`config.mk`:
```
export PLATFORM = sky130hd
export DESIGN_NAME = urv_fetch
export DESIGN_NICKNAME = d
export VERILOG_FILES = /design/src/rtl/urv_defs_pkg.sv /design/src/rtl/urv_fetch_skid.sv /design/src/rtl/urv_fetch.sv
export SDC_FILE = /design/constraint.sdc
export NUM_CORES = 1
export LEC_CHECK = 0
export CAP_MARGIN = 40
export CORE_UTILIZATION = 52
export CTS_CLUSTER_SIZE = 16
export DETAILED_ROUTE_END_ITERATION = 8
export PLACE_DENSITY = 0.91
export SETUP_SLACK_MARGIN = 0.05
export SYNTH_ARGS = -nofsm -noshare
export SYNTH_HDL_FRONTEND = slang
export SYNTH_SLANG_ARGS = --single-unit
```
`constraint.sdc`:
```
create_clock -name clk_i -period 1.9 [get_ports clk_i]
set_input_delay 0.38 -clock clk_i [delete_from_list [all_inputs] [get_ports clk_i]]
set_output_delay 0.38 -clock clk_i [all_outputs]
set_load 0.005 [all_outputs]
```
`src/rtl/urv_defs_pkg.sv`:
```
// Shared definitions for the uRV front end: NOP encoding, fetch FSM states
// and small address helpers.
package urv_defs;

  localparam logic [31:0] NOP_INSN = 32'h0000_0013;

  typedef enum logic [1:0] {
    ST_BOOT  = 2'd0,
    ST_RUN   = 2'd1,
    ST_FLUSH = 2'd2
  } fetch_state_e;

  function automatic logic [31:0] word_align(input logic [31:0] addr);
    return {addr[31:2], 2'b00};
  endfunction

endpackage

```
`src/rtl/urv_fetch_skid.sv`:
```
// One-entry skid buffer holding a {pc, instruction} pair that arrived while
// decode was stalled.
module urv_fetch_skid (
  input  logic        clk,
  input  logic        rst_n,
  input  logic        load,
  input  logic        pop,
  input  logic        clear,
  input  logic [63:0] data_in,
  output logic        valid,
  output logic [63:0] data_out
);

  always_ff @(posedge clk or negedge rst_n) begin
    if (!rst_n) begin
      valid    <= 1'b0;
      data_out <= '0;
    end else begin
      // A redirect always wins: the held entry belongs to the old path.
      if (clear)
        valid <= 1'b0;
      else if (load)
        valid <= 1'b1;
      else if (pop)
        valid <= 1'b0;
      if (load)
        data_out <= data_in;
    end
  end

endmodule

```
`src/rtl/urv_fetch.sv`:
```
// uRV instruction fetch: issues one-cycle-latency memory reads, absorbs decode
// stalls with a one-entry skid buffer and handles redirects from execute.
module urv_fetch
  import urv_defs::*;
#(
  parameter logic [31:0] g_boot_address = 32'h0000_0000
) (
  input  logic         clk_i,
  input  logic         rst_n_i,
  output logic [31:0]  im_addr_o,
  output logic         im_rd_o,
  input  logic [31:0]  im_data_i,
  input  logic         im_valid_i,
  input  logic         f_stall_i,
  input  logic         x_bra_i,
  input  logic [31:0]  x_bra_target_i,
  output logic [31:0]  f_ir_o,
  output logic [31:0]  f_pc_o,
  output logic         f_valid_o,
  output fetch_state_e dbg_state_o
);

  // Handshake: im_rd_o qualifies im_addr_o and the memory answers with
  // im_valid_i exactly one cycle later. Towards decode, f_valid_o marks f_*
  // as an instruction; f_stall_i high means decode did not take it, so f_*
  // hold. An instruction is consumed on a cycle with f_valid_o && !f_stall_i.

  fetch_state_e state, state_nxt;
  logic [31:0]  rq_pc, pend_pc;
  logic         pend;
  logic         rsp_ok, skid_load, skid_pop, skid_valid;
  logic [63:0]  skid_data;

  assign im_addr_o   = rq_pc;
  // Never issue while the skid holds data, nor when a stalled decode would
  // meet a second response it cannot store.
  assign im_rd_o     = (state != ST_BOOT) && !x_bra_i && !skid_valid
                       && !(f_stall_i && pend);
  assign rsp_ok      = im_valid_i && (state == ST_RUN) && !x_bra_i;
  assign skid_load   = rsp_ok && f_stall_i;
  assign skid_pop    = skid_valid && !f_stall_i && !x_bra_i;
  assign dbg_state_o = state;

  always_ff @(posedge clk_i or negedge rst_n_i) begin
    if (!rst_n_i)
      state <= ST_BOOT;
    else
      state <= state_nxt;
  end

  always_comb begin
    state_nxt = state;
    case (state)
      ST_BOOT:  state_nxt = ST_RUN;
      ST_RUN:   if (x_bra_i && pend) state_nxt = ST_FLUSH;
      ST_FLUSH: state_nxt = ST_RUN;
      default:  state_nxt = ST_BOOT;
    endcase
  end

  always_ff @(posedge clk_i or negedge rst_n_i) begin
    if (!rst_n_i) begin
      rq_pc   <= g_boot_address;
      pend    <= 1'b0;
      pend_pc <= '0;
    end else begin
      pend <= im_rd_o;
      if (im_rd_o)
        pend_pc <= rq_pc;
      if (x_bra_i)
        rq_pc <= word_align(x_bra_target_i);
      else if (im_rd_o)
        rq_pc <= rq_pc + 32'd4;
    end
  end

  always_ff @(posedge clk_i or negedge rst_n_i) begin
    if (!rst_n_i) begin
      f_valid_o <= 1'b0;
      f_pc_o    <= '0;
      f_ir_o    <= NOP_INSN;
    end else if (x_bra_i) begin
      f_valid_o <= 1'b0;
    end else if (!f_stall_i) begin
      // Skid and a fresh response never coincide: a full skid blocks requests.
      if (skid_valid) begin
        {f_pc_o, f_ir_o} <= skid_data;
        f_valid_o        <= 1'b1;
      end else if (rsp_ok) begin
        f_pc_o    <= pend_pc;
        f_ir_o    <= im_data_i;
        f_valid_o <= 1'b1;
      end else begin
        f_valid_o <= 1'b0;
      end
    end
  end

  urv_fetch_skid u_skid (
    .clk      (clk_i),
    .rst_n    (rst_n_i),
    .load     (skid_load),
    .pop      (skid_pop),
    .clear    (x_bra_i),
    .data_in  ({pend_pc, im_data_i}),
    .valid    (skid_valid),
    .data_out (skid_data)
  );

endmodule

```
==> metrics.txt, run 1 <==
outcome=finished with violations; violated checks=negative setup slack; Peak VDD IR=740 uV; number of remaining DRC errors=0; Pre-antenna DRT Iters=6; vias in the first global route=6517; Post-synth ARST share=1.00; Initial Utilization=0.539; PwrDens=1190 nW/um2; register bit count reported by yosys=189; Crit Path Max Fanout=11; Leak Pwr=5.04 nW; Layout fillers=962; mux share of post-synthesis cell area=0.162; vias per cell=5.88; Final Cycle Share=1.02; CTS tree=done; Worst Setup SP=im_addr_o[11]; clk root buf=clkbuf_16; Startpoint Class=flop; Most used DFF post-synth=dfrtp_1; Worst setup EP type=flop; Ys Warns=0; die height=128 um; end of the critical path=im_addr_o[26]; Area growth syn-to-layout=37.5%; Synth Area in Simple Gates=0.140; mapped cell area=8280 um2; DR WL met3=1950 um; Cells after Synth=754; Slew Limit Headroom=0.655; I/O Pins=169; layout cells sized above 1=0.217; GRT overflow=0; Tot Pwr=13.5 mW; Max Clock Skew=0.00810 ns; Period minus WS final=1.93 ns; main combinational cell family by area after synthesis=multiplexers; final setup margin=-0.0338 ns; Met2 Routed Length=10700 um; Hold WC Path Type=in2async; Sequential Area=4750 um2; net count reported at finish=1037; largest net degree at the start of global routing=62; Die Wd=128 um; Num CTS Buffers=17; Worst-Skew Late Latency=0.44 ns; CP Data Required Time=2.28 ns; Final ANT Viol Nets=0; Placed Instances=1135; Final GP Congestion=0.928; post-synthesis compound-gate area fraction=0.0916; clk sinks=189; Total GRT Usage=0.260; antenna diode count=0; Distinct cells, synth=56; clk slew on worst S/H paths=0.08 ns; final setup vio count=4; EDFF count, synth=0; Placement Setup Slack=-0.474 ns; Core Area=15400 um2; Final Max Slew Viols=0; fin cells=1191; register area share after synthesis=0.572; die area=16400 um2; Avg Cell Area, Syn=11.0 um2; PortBufs=162; fmax=517 MHz; TNS Setup=-0.0469 ns; RSZ-0062 raised after global routing=true; xor and xnor fraction of the mapped netlist area=0.00212; met1 wire length=8840 um; worst-margin pin slew=0.517 ns; initial drt markers=790; final wirelength=22300 um; number of antenna violations at the first check in global routing=0; Wirelength per Cell=18.7 um; Via Count=6998; r2r setup slk=-0.03 ns; htree depth=4; Max Cap Violations=0; Hold Violations, Final=0; Longest Clk Path Bufs=2; Highest Signal Layer=met4; row cnt=45; reg2reg path depth=7; area of the multi-input gates=3390 um2; Worst Setup Path Type=reg2reg; Arr. time, crit path=2.31 ns; DP HPWL=13800 um; global-route wire length before repair=33000 um; WHS=0.428 ns; capture point of the worst reg-to-reg path=im_addr_o[26]; R2R Path Start=im_addr_o[11]; post-synthesis adder-cell area fraction=0.00151
## per-layer routing
metal  GRT usage  up-vias
met4       0.108        0
met2       0.419      462
li1            -     3075
met5           0        -
met1       0.347     3366
met3      0.0505       95
## worst min-delay path by stage
stage | start | end | slack, ns
after floorplan | rst_n_i | dbg_state_o[0] | 0.08
after global placement | rst_n_i | im_addr_o[28] | 0.33
after detailed placement | rst_n_i | im_addr_o[28] | 0.33
after CTS | rst_n_i | im_addr_o[28] | 0.43
after global routing | rst_n_i | im_addr_o[28] | 0.45
final | rst_n_i | im_addr_o[26] | 0.43
## cell usage in the layout, fill, tap and decap left out, types with 10 or more instances in the layout
master,synthesis,layout
nand2_1,181,178
dfrtp_1,186,173
clkdlybuf4s50_1,0,147
mux2i_1,64,64
mux2_2,62,62
buf_4,6,55
o21ai_0,45,41
o21ai_1,30,33
nor2_1,21,19
clkbuf_16,0,17
nand4_1,15,15
buf_6,1,13
dfrtp_2,0,12
nand3_1,10,10
buf_12,0,10
## cells by family after synthesis
| family | Yosys count |
|---|---|
| XOR/XNOR | 2 |
| AO/OA/AOI/OAI | 122 |
| buffers and inverters | 53 |
| other | 1 |
| multiplexers | 126 |
| flip-flops | 189 |
| AND/OR/NAND/NOR | 260 |
| adder cells (fa/ha/maj) | 1 |
## timing repair
item	CTS	global route
buffers inserted	6	17
endpoints found under the setup margin	28	81
gates resized for setup	24	48
hold buffers	1	0
pin swaps	1	10
hold endpoints to repair	33	0
## Yosys cell counts, drive strengths merged, types with 5 or more instances
library cell | count | area share
nand4 | 16 | 0.013
mux2 | 62 | 0.084
o21ai | 75 | 0.045
mux2i | 64 | 0.077
a21oi | 7 | 0.0042
a221o | 7 | 0.0085
dfrtp | 186 | 0.56
o311ai | 7 | 0.0074
and3 | 5 | 0.0038
nand3 | 12 | 0.0094
nand2 | 181 | 0.082
o211ai | 7 | 0.0063
nor3 | 7 | 0.0076
clkbuf | 24 | 0.011
nor2 | 21 | 0.0095
buf | 25 | 0.018
## cell type report
class,instances,share of cell area
clock inverters,15,0.0114
multi-input cells,515,0.298
clock buffers,17,0.0374
repair buffers,240,0.211
inverters,4,0.00154
well taps,211,0.0232
flip-flops and latches,189,0.418
## registers in the layout, summed over array words and instances (netlist names)
register	flops
u_skid.valid	1
f_ir_o	32
im_addr_o	30
u_skid.data_out	62
dbg_state_o	2
pend	1
f_pc_o	30
f_valid_o	1
pend_pc	30
## critical path, cell delays in order (launching register included)
cell and delay [ns]:
dfrtp_2 0.49, nand2_1 0.16, nor3_2 0.25, buf_6 0.18, nand3_1 0.13, buf_4 0.20, nor4_1 0.29, or3_1 0.17
## per-stage QoR
| stage | area [um2] | util |
|---|---|---|
| 4_1_cts | 11100 | 0.723 |
| 3_3_place_gp | 10500 | 0.682 |
| 5_1_grt | 11400 | 0.740 |
| 3_5_place_dp | 10500 | 0.682 |
| 6_report | 11400 | 0.740 |
| 2_1_floorplan | 8290 | - |
## power breakdown
| group | switching [mW] | internal, mW |
|---|---|---|
| Sequential | 0.854 | 5.37 |
| Combinational | 1.65 | 2.30 |
| Clock | 1.65 | 1.72 |
Power figures use the tool's default switching activity.
==> run 2: changes to the inputs <==
--- a/config.mk
+++ b/config.mk
@@ -6,11 +6,14 @@
 export NUM_CORES = 1
 export LEC_CHECK = 0
 export CAP_MARGIN = 40
-export CORE_UTILIZATION = 52
+export CELL_PAD_IN_SITES_DETAIL_PLACEMENT = 1
+export CELL_PAD_IN_SITES_GLOBAL_PLACEMENT = 1
+export CORE_UTILIZATION = 40
 export CTS_CLUSTER_SIZE = 16
 export DETAILED_ROUTE_END_ITERATION = 8
-export PLACE_DENSITY = 0.91
+export PLACE_DENSITY = 0.9
 export SETUP_SLACK_MARGIN = 0.05
+export SKIP_CTS_REPAIR_TIMING = 1
 export SYNTH_ARGS = -nofsm -noshare
 export SYNTH_HDL_FRONTEND = slang
 export SYNTH_SLANG_ARGS = --single-unit
==> metrics.txt, run 2 (same netlist as run 1, synthesis figures left out) <==
Final GP Congestion=0.854 (was 0.928); Final Max Slew Viols=0 (unchanged); clk sinks=189 (unchanged); row cnt=52 (was 45); number of remaining DRC errors=0 (unchanged); commonest non-fill, non-tap cell in the layout=dfrtp_1 (was nand2_1); Max Clock Skew=0.0125 ns (was 0.00810 ns); vias per cell=5.61 (was 5.88); Placement Setup Slack=-0.508 ns (was -0.474 ns); Final Cycle Share=1.04 (was 1.02); DP HPWL=16400 um (was 13800 um); violated checks=negative setup slack (unchanged); Peak VDD IR=643 uV (was 740 uV); GRT overflow=0 (unchanged); vias in the first global route=7143 (was 6517); net count reported at finish=1074 (was 1037); commonest cells after routing, fill and taps aside=176 x dfrtp_1, 144 x nand2_1, 142 x clkdlybuf4s50_1 (was 178 x nand2_1, 173 x dfrtp_1, 147 x clkdlybuf4s50_1); Max Cap Violations=0 (unchanged); Total GRT Usage=0.229 (was 0.260); final setup margin=-0.0757 ns (was -0.0338 ns); Num CTS Buffers=17 (unchanged); final wirelength=31500 um (was 22300 um); Die Wd=146 um (was 128 um); Hold Violations, Final=0 (unchanged); Layout fillers=2031 (was 962); register bank with the most flops=u_skid.data_out (unchanged); Hold WC Path Type=in2async (unchanged); Core Area=20200 um2 (was 15400 um2); Arr. time, crit path=2.34 ns (was 2.31 ns); final setup vio count=29 (was 4); outcome=finished with violations (unchanged); clk root buf=clkbuf_16 (unchanged); TNS Setup=-0.393 ns (was -0.0469 ns); I/O Pins=169 (unchanged); Via Count=7216 (was 6998); Worst Setup Path Type=reg2reg (unchanged); PwrDens=1200 nW/um2 (was 1190 nW/um2); RSZ-0062 raised after global routing=true (unchanged); die area=21300 um2 (was 16400 um2); fmax=506 MHz (was 517 MHz); Worst path slowest cell=dfrtp_1 (was dfrtp_2); Area growth syn-to-layout=51.6% (was 37.5%); initial drt markers=387 (was 790); layout cells sized above 1=0.313 (was 0.217); clk slew on worst S/H paths=0.08 ns (about the same); crit-path cells=ha_2 > and3_1 > and3_2 > nand3_4 > or4_4 > nand3_2 (was nand2_1 > nor3_2 > buf_6 > nand3_1 > buf_4 > nor4_1 > or3_1); Crit Path Max Fanout=6 (was 11); Worst path max stage delay=0.47 ns (was 0.49 ns); htree depth=4 (unchanged); largest net degree at the start of global routing=51 (was 62); Initial Utilization=0.409 (was 0.539); Period minus WS final=1.98 ns (was 1.93 ns); die height=146 um (was 128 um); Slew Limit Headroom=0.617 (was 0.655); CP Data Required Time=2.27 ns (was 2.28 ns); Leak Pwr=5.66 nW (was 5.04 nW); max FFs per register=62 (unchanged); Pre-antenna DRT Iters=4 (was 6); Finished Core Util=0.620 (was 0.740); number of antenna violations at the first check in global routing=0 (unchanged); worst-margin pin slew=0.574 ns (was 0.517 ns); Wirelength per Cell=24.5 um (was 18.7 um); CTS tree=done (unchanged); Startpoint Class=flop (unchanged); PortBufs=162 (unchanged); Final ANT Viol Nets=0 (unchanged); Longest Clk Path Bufs=2 (unchanged); Worst-Skew Late Latency=0.43 ns (was 0.44 ns); global-route wire length before repair=38000 um (was 33000 um); antenna diode count=0 (unchanged); Worst setup EP type=flop (unchanged); biggest regs=u_skid.data_out x62, f_ir_o x32 (unchanged)
-- run 2: changes by cell type in the layout (fill, tap and decap cells not counted), sizes merged, moves of 4 or more --
| cell | change |
|---|---|
| buf | +20 |
| clkbuf | +16 |
| dlymetal6s2s | +11 |
| inv | -7 |
| dlygate4sd2 | -6 |
| clkdlybuf4s50 | -5 |
| clkinv | +4 |
-- run 2: power by group --
part / total, mW / switching, mW / internal (mW)
logic: 4.83 / 2.08 / 2.76
registers: 6.43 / 1.06 / 5.37
clock network: 3.75 / 1.63 / 2.12
total: 15.0 / 4.77 / 10.2
-- run 2: critical path, delay by kind of cell, from the launching register on --
family,cells,cell delay [ns]
and+or+nand+nor,5,1.16
DFF,1,0.47
adders and majority gates,1,0.27
-- run 2: per-layer routing --
metal	vias to the layer above	share of wire	track usage	routed length (um)
li1	3144	-	-	-
met1	3769	0.41	0.287	12900
met2	258	0.52	0.399	16400
met3	45	0.043	0.0414	1340
met4	0	0.026	0.0721	803
met5	-	0	0	0
-- run 2: worst paths after layout --
path / cells after the start / startpoint / to / slack [ns]
min in group clk_i: 2 / f_ir_o[0] / f_ir_o[0] / 0.47
worst max register to register: 6 / im_addr_o[3] / im_addr_o[18] / -0.08
max in group asynchronous: 3 / rst_n_i / f_ir_o[4] / 0.75
worst min-delay path: 2 / rst_n_i / f_ir_o[13] / 0.46
worst max-delay path: 6 / im_addr_o[3] / im_addr_o[18] / -0.08
worst min register to register: 2 / f_ir_o[0] / f_ir_o[0] / 0.47
-- run 2: metrics by stage --
stage	power, mW	hold slack [ns]	cells	instance area (um2)
finish	15.0	0.460	1287	12600
global route	15.7	0.480	1287	12600
CTS	13.9	-0.119	1234	11200
detailed placement	10.1	0.348	1202	10600
floorplan	7.78	0.0844	757	8290
global placement	9.80	0.345	1202	10600
-- run 2: area by class of cell --
type / count / area (um2) / area share
multi-input cells: 518 / 3840 / 0.306
clock buffers: 19 / 443 / 0.0353
clock inverters: 13 / 165 / 0.0132
flip-flops and latches: 189 / 4750 / 0.378
repair buffers: 274 / 3000 / 0.239
inverters: 4 / 20.0 / 0.00159
well taps: 270 / 338 / 0.0269
==> run 3: changes to the inputs <==
--- a/config.mk
+++ b/config.mk
@@ -8,7 +8,8 @@
 export CAP_MARGIN = 40
 export CELL_PAD_IN_SITES_DETAIL_PLACEMENT = 1
 export CELL_PAD_IN_SITES_GLOBAL_PLACEMENT = 1
-export CORE_UTILIZATION = 40
+export CORE_MARGIN = 5
+export CORE_UTILIZATION = 41
 export CTS_CLUSTER_SIZE = 16
 export DETAILED_ROUTE_END_ITERATION = 8
 export PLACE_DENSITY = 0.9
@@ -16,4 +17,5 @@
 export SKIP_CTS_REPAIR_TIMING = 1
 export SYNTH_ARGS = -nofsm -noshare
 export SYNTH_HDL_FRONTEND = slang
+export SYNTH_HIERARCHICAL = 1
 export SYNTH_SLANG_ARGS = --single-unit
==> metrics.txt, run 3 <==
outcome=finished with violations (unchanged); violated checks=negative setup slack (unchanged); Initial Utilization=0.413 (was 0.409); ranking of synthesized cells by area=dfrtp_1 55%, mux2_4 8.5%, nand2_1 8.1% (was dfrtp_1 56%, mux2_2 8.4%, nand2_1 8.2%); row cnt=53 (was 52); Startpoint Class=flop (unchanged); register bit count reported by yosys=193 (was 189); Tot Pwr=15.0 mW (about the same); max FFs per register=64 (was 62); Hold Violations, Final=0 (unchanged); Peak VDD IR=597 uV (was 643 uV); final setup margin=-0.0872 ns (was -0.0757 ns); die height=155 um (was 146 um); capture point of the worst reg-to-reg path=im_addr_o[15] (was im_addr_o[18]); Final GP Congestion=0.861 (was 0.854); Area growth syn-to-layout=42.2% (was 51.6%); Arr. time, crit path=2.29 ns (was 2.34 ns); Most used DFF post-synth=dfrtp_1 (unchanged); biggest regs=u_skid/data_out x64, f_ir_o x32, f_pc_o x32 (was u_skid.data_out x62, f_ir_o x32); area leader, netlist=dfrtp_1 (unchanged); Final ANT Viol Nets=0 (unchanged); Final Cycle Share=1.05 (was 1.04); GRT met2 Usage=0.383 (was 0.399); Finished Core Util=0.587 (was 0.620); Worst Setup Path Type=reg2reg (unchanged); number of remaining DRC errors=0 (unchanged); worst-margin pin slew=0.617 ns (was 0.574 ns); layout cells sized above 1=0.240 (was 0.313); Final Max Slew Viols=0 (unchanged); number of antenna violations at the first check in global routing=0 (unchanged); Hold WC Path Type=in2async (unchanged); commonest cells after routing, fill and taps aside=185 x nand2_1, 174 x dfrtp_1, 145 x clkdlybuf4s50_1 (was 176 x dfrtp_1, 144 x nand2_1, 142 x clkdlybuf4s50_1); top cell type's share of synthesized area=0.551 (was 0.562); Num CTS Buffers=17 (unchanged); Placement Setup Slack=-0.599 ns (was -0.508 ns); GRT overflow=0 (unchanged); register area share after synthesis=0.560 (was 0.572); antenna diode count=0 (unchanged); r2r setup slk=-0.09 ns (was -0.08 ns); htree depth=4 (unchanged); largest net degree at the start of global routing=61 (was 51); Slew Limit Headroom=0.588 (was 0.617); PwrDens=1220 nW/um2 (was 1200 nW/um2); M3 GR Usage=0.0426 (was 0.0414); top post-synthesis cells by count=190 x dfrtp_1, 187 x nand2_1, 73 x o21ai_0 (was 186 x dfrtp_1, 181 x nand2_1, 64 x mux2i_1); R2R Path Start=im_addr_o[3] (unchanged); Cell Area, Placed=11000 um2 (was 10600 um2); Most Used Layer, Global Route=met2 (unchanged); global-route wire length before repair=41300 um (was 38000 um); Period minus WS final=1.99 ns (was 1.98 ns); Worst-Skew Late Latency=0.44 ns (was 0.43 ns); clk sinks=193 (was 189); Max Cap Violations=0 (unchanged); Distinct cells, synth=48 (was 56); Core Area=20900 um2 (was 20200 um2); Cells after Synth=769 (was 754); Via Count=7234 (was 7216); Worst setup EP type=flop (unchanged); Longest Clk Path Bufs=2 (unchanged); reg2reg path depth=5 (was 6); clk root buf=clkbuf_16 (unchanged); register bank with the most flops=u_skid/data_out (was u_skid.data_out); initial drt markers=521 (was 387); cell area after layout=12300 um2 (was 12600 um2); vias in the first global route=7488 (was 7143); Leak Pwr=5.56 nW (was 5.66 nW); I/O Pins=169 (unchanged); Wirelength per Cell=23.1 um (was 24.5 um); mapped cell area=8630 um2 (was 8280 um2); EDFF count, synth=0 (unchanged); Avg Cell Area, Syn=11.2 um2 (was 11.0 um2); Max Clock Skew=0.0159 ns (was 0.0125 ns); clk slew on worst S/H paths=0.08 ns (about the same); RSZ-0062 raised after global routing=true (unchanged); CTS tree=done (unchanged); TNS Setup=-0.271 ns (was -0.393 ns); met1 global-route usage=0.268 (was 0.287); Crit Path Max Fanout=4 (was 6); Pre-antenna DRT Iters=5 (was 4); Total GRT Usage=0.218 (was 0.229); final wirelength=30000 um (was 31500 um); Die Wd=155 um (was 146 um); Post-synth ARST share=1.00 (unchanged); final setup vio count=7 (was 29); WHS=0.455 ns (was 0.460 ns); Ys Warns=6 (was 0); commonest non-fill, non-tap cell in the layout=nand2_1 (was dfrtp_1); vias per cell=5.57 (was 5.61); Placed Instances=1224 (was 1202); net count reported at finish=1080 (was 1074); PortBufs=164 (was 162); DP HPWL=18300 um (was 16400 um); die area=24000 um2 (was 21300 um2); CP Data Required Time=2.20 ns (was 2.27 ns); fin cells=1298 (was 1287); fmax=503 MHz (was 506 MHz); top-count cell post-synth=dfrtp_1 (unchanged)
## run 3: worst max path at each step
stage            startpoint       endpoint  slack (ns)  cells past startpoint
6_report       im_addr_o[3]  im_addr_o[15]       -0.09                      5
5_1_grt        u_skid/valid  im_addr_o[15]       -0.17                      6
2_1_floorplan     f_stall_i        im_rd_o        0.07                      6
4_1_cts                pend        im_rd_o       -0.59                      4
3_5_place_dp      f_stall_i  im_addr_o[26]       -0.60                      8
3_3_place_gp      f_stall_i   im_addr_o[9]       -0.53                      7
## run 3: where the power goes
| group | internal, mW | total (mW) | switching (mW) | leakage [nW] |
|---|---|---|---|---|
| clock network | 2.03 | 3.77 | 1.74 | 0.297 |
| logic | 2.75 | 4.67 | 1.92 | 2.89 |
| registers | 5.52 | 6.54 | 1.02 | 2.37 |
## run 3: critical path: stages (launching register included)
cell,delay [ns]
dfrtp_1,0.48
nand3_1,0.34
nor2_2,0.35
nand2_1,0.15
o311ai_0,0.39
nand3_1,0.15
## run 3: logic make-up (layout without fill, tap and decap cells)
logic type      Yosys count  in the layout  share of synthesized area
buf+inv                  54            304                     0.0307
other cells               1              4                   0.000435
xor+xnor                  2              2                    0.00203
simple gates            274            274                      0.144
flops                   193            193                      0.560
fa+ha+maj                 1              1                    0.00145
compound gates          115            116                     0.0812
mux                     129            129                      0.180
## run 3: layer usage
| metal | wire [um] | vias up |
|---|---|---|
| met2 | 15800 | 263 |
| met1 | 11800 | 3733 |
| met3 | 1470 | 66 |
| met5 | 0 | - |
| li1 | - | 3172 |
| met4 | 870 | 0 |
## run 3: cell type report
class | count | area (um2)
tap | 275 | 344
timing repair buffer | 265 | 2770
fill | 2214 | 8620
inverter | 7 | 28.8
clock buffer | 18 | 439
clock inverter | 14 | 165
multi-input combinational | 526 | 3660
sequential | 193 | 4860
